==> src/rtl/clock_enable_ctrl.sv <==
// Programmable clock-enable generator: one-cycle TICK every D cycles while running,
// either continuously or for a latched burst of N ticks ending in a DONE pulse.
module clock_enable_ctrl #(
  parameter int DIV_W = 16,
  parameter int CNT_W = 8
) (
  input  logic             clk,
  input  logic             rst,
  input  logic             start,
  input  logic             stop,
  input  logic             div_load,
  input  logic [DIV_W-1:0] div_val,
  input  logic [CNT_W-1:0] burst_len,
  output logic             tick,
  output logic             busy,
  output logic             done,
  output logic [CNT_W-1:0] tick_cnt
);

  typedef enum logic {IDLE, RUN} state_t;

  state_t           state;
  logic [DIV_W-1:0] div_reg;
  logic [DIV_W-1:0] phase;
  logic [CNT_W-1:0] burst_reg;
  logic [CNT_W-1:0] cnt_next;
  logic             wrap;
  logic             last_tick;

  // The divisor register never holds 0, so div_reg-1 is always a valid wrap point.
  assign wrap      = (phase == div_reg - DIV_W'(1));
  assign cnt_next  = tick_cnt + CNT_W'(1);
  assign last_tick = (burst_reg != '0) && (cnt_next == burst_reg);

  always_ff @(posedge clk) begin
    if (rst) begin
      state     <= IDLE;
      tick      <= 1'b0;
      busy      <= 1'b0;
      done      <= 1'b0;
      tick_cnt  <= '0;
      phase     <= '0;
      div_reg   <= DIV_W'(1);
      burst_reg <= '0;
    end else begin
      tick <= 1'b0;
      done <= 1'b0;
      case (state)
        IDLE: begin
          if (div_load)
            div_reg <= (div_val == '0) ? DIV_W'(1) : div_val;
          if (start && !stop) begin
            state     <= RUN;
            busy      <= 1'b1;
            phase     <= '0;
            tick_cnt  <= '0;
            burst_reg <= burst_len;
          end
        end
        RUN: begin
          // STOP pre-empts a tick due on the same edge, including the final burst tick.
          if (stop) begin
            state <= IDLE;
            busy  <= 1'b0;
            phase <= '0;
          end else if (wrap) begin
            phase    <= '0;
            tick     <= 1'b1;
            tick_cnt <= cnt_next;
            if (last_tick) begin
              done  <= 1'b1;
              state <= IDLE;
              busy  <= 1'b0;
            end
          end else begin
            phase <= phase + DIV_W'(1);
          end
        end
        default: begin
          state <= IDLE;
          busy  <= 1'b0;
        end
      endcase
    end
  end

endmodule

==> config.mk <==
export PLATFORM = sky130hd
export DESIGN_NAME = clock_enable_ctrl
export DESIGN_NICKNAME = d
export VERILOG_FILES = /design/src/rtl/clock_enable_ctrl.sv
export SDC_FILE = /design/constraint.sdc
export NUM_CORES = 1
export LEC_CHECK = 0
export ABC_AREA = 0
export BUFFER_PORTS_ARGS = -buffer_cell sky130_fd_sc_hd__buf_2
export CAP_MARGIN = 20
export CORE_UTILIZATION = 40
export DETAILED_ROUTE_END_ITERATION = 10
export GPL_TIMING_DRIVEN = 0
export SYNTH_ARGS = -nofsm -noshare
export SYNTH_HDL_FRONTEND = slang
export SYNTH_SLANG_ARGS = --single-unit
==> constraint.sdc <==
create_clock -name clk -period 3.85 [get_ports clk]
set_input_delay 0.385 -clock clk [delete_from_list [all_inputs] [get_ports clk]]
set_output_delay 0.385 -clock clk [all_outputs]
set_load 0.03 [all_outputs]
==> metrics.txt <==
status=completed; initial antenna violation count=0; largest net degree at the start of global routing=16; Worst setup EP type=register; Starting DRT DRC Count=108; final clock skew=~12 ps; Post-Synthesis Cell Area=3040 µm²; ys async rst share=0%; Critical Path Source Type=register; synth unique cells=a little under 60; Max stage delay on crit path=~500 ps; DP HPWL=approximately 5600 µm; Die W=89.2 µm; DRC Markers=0; CTS tree=done; post-synth top area cell=dfxtp_1; DR pass1 iterations=4; Buffers on Ports=39; Pwr Density=roughly 310 nW/µm²; Setup CP Type=register to register; FF-to-FF path depth=11; endpoints failing hold=0; MaxCap Viol Count=0; CP required=around 4000 ps; Place WS=approximately 650 ps; CP Data Arrival Time=around 3500 ps; total setup buffers inserted after CTS=0; H-tree Lvls=2; slowest CP cell=or4_1; post-route setup slack=about 590 ps; Max Root-Sink Buffers=2; CP dominant cell by count=buf_2; Initial Utilization=between 40% and 50%; period utilisation layout=84.6%; Pins Over Slew Limit=0; final setup fails=0; num ports=40; Seq/Total Area, Yosys=34.2%; Buffers & Inverters on Critical Path=3; FF+latch count, synth=between 50 and 60; Synth area leaders=dfxtp_1 34%, nand2_1 8.5%, a21oi_1 6.2%; PostCTS Resize Cnt=0; Ys Warns=0; grt total ovfl=0; Main synth FF type=dfxtp_1; family with the most delay on the worst path=simple AND/OR/NAND/NOR gates; Max VDD drop=0.000150 V; Sum Neg Setup Slack=0 ps; area delta synth->final=13.5%; final non-filler cell total=537; RR Startpoint=div_reg[3]; Hold Crit Class=input port to register; reg2reg setup slack=590 ps; CP Capture Point=phase[13]; Pleak=around 1.3 nW; n_diodes=0; most frequent cells in the layout=69 x nand2_1, 52 x dfxtp_1, 42 x buf_2; number of global-route vias before repair=2437; reg2reg end=phase[13]; Slew HR=57.9%; CTS buffer count=5; Final #Nets=469; full die area=between 7000 and 8000 µm²; FP Rows=31; share of the synthesized area in the top cell type=34.2%; Root Driver=clkbuf_8; DR vias/cell=roughly 5.3; CP Launch Point=div_reg[3]; layout cell share with drive strength beyond 1=15.3%; Routed Antenna Nets=0; clock-pin slew on the worst setup and hold paths=about 100 ps; Post-synth EDFFs=0; FMAX=approximately 0.3 GHz; die height=89.2 µm; Routed wire per std cell=approximately 14 µm; via count=2840; Worst Max-Slew Pin Slew=625 ps; critical path depth in cells=11; hold wc startpoint=burst_len[5]; clock sink count=52; CP cell instances=buf_2 > or4_1 > clkbuf_1 > o31ai_1 > a211oi_1 > nor3_1 > nor4b_4 > a211oi_2 > buf_2 > nand3_1 > mux2i_1; RSZ-0062 raised after global routing=no; Tot GR Track Use=19.1%; CP Max Fanout=10; Gate Count Post-Synth=391; first-pass GRT wire length=approximately 12000 µm; Placer Congestion=~0.86; Worst-Skew Late Latency=300 ps; Period minus WS final=3260 ps; syn avg cell area=7.79 µm²; Total Wirelength=~7300 µm; core area=7290 µm²; Mapped Nets=about 420; hold buffers post-CTS=0; most common cell after layout, fill and taps aside=nand2_1; cell total after placement=529
## where the power goes
group          total (mW)  switching, mW  internal [mW]
logic               0.192          0.111         0.0806
clock network       0.324          0.180          0.144
registers           0.570         0.0168          0.553
total                1.09          0.307          0.778
## synthesized netlist by cell type, drive strengths merged (2+ instances only)
library cell,count
a21oi,38
and3,5
nand3b,4
xor2,12
nand2b,5
dfxtp,52
nand2,69
nand4,4
nor2,25
clkbuf,14
a21o,5
o21ai,12
xnor2,21
or3,2
nor3,13
ha,3
a22o,5
nor2b,4
inv,11
o31a,2
o31ai,2
and2,2
a211oi,5
nor4,8
o311a,2
nor4b,2
a211o,2
buf,7
nand3,23
or4,7
mux2,4
mux2i,4
## worst min path at each step
stage	to	slack (ps)	depth (start not counted)
2_1_floorplan	div_reg[15]	450	2
3_3_place_gp	burst_reg[4]	470	2
3_5_place_dp	burst_reg[4]	470	2
4_1_cts	burst_reg[5]	300	3
5_1_grt	burst_reg[4]	300	3
6_report	burst_reg[5]	310	3
## layout make-up
| cell class | instances | area (µm²) |
|---|---|---|
| buffer | 21 | 105 |
| tap | 99 | 124 |
| timing repair buffer | 39 | 195 |
| sequential | 52 | 1040 |
| inverter | 11 | 41.3 |
| fill | 790 | 3840 |
| multi-input combinational | 307 | 1860 |
| clock inverter | 2 | 10.0 |
| clock buffer | 6 | 82.6 |
## routing by layer
metal	vias up	routed length [µm]	GRT usage, %
met5	-	0	0
met4	0	89	5.34
met3	6	179	3.05
met2	40	3130	29.5
met1	1310	3870	27.4
li1	1484	-	-
## through the flow
step                      power, mW  hold WS (ps)  utilization (%)  area (µm²)
after floorplan               0.720           448                -        3040
after global placement        0.771           468             46.1        3360
after detailed placement      0.774           473             46.1        3360
after CTS                      1.10           298             47.4        3460
after global routing           1.14           298             47.4        3460
final                          1.09           312             47.4        3460
## worst min-delay path: stages
cell	delay [ps]
buf_2	90
nand2_1	40
a21oi_1	50
## cells by family after synthesis
logic type      count (synthesis)  synth area share, %
simple gates                  179                 29.9
compound gates                 84                 17.6
flops                          52                 34.2
xor+xnor                       33                 9.49
buf+inv                        32                 4.81
mux                             8                 2.79
fa+ha+maj                       3                 1.23
Power figures use the tool's default switching activity.
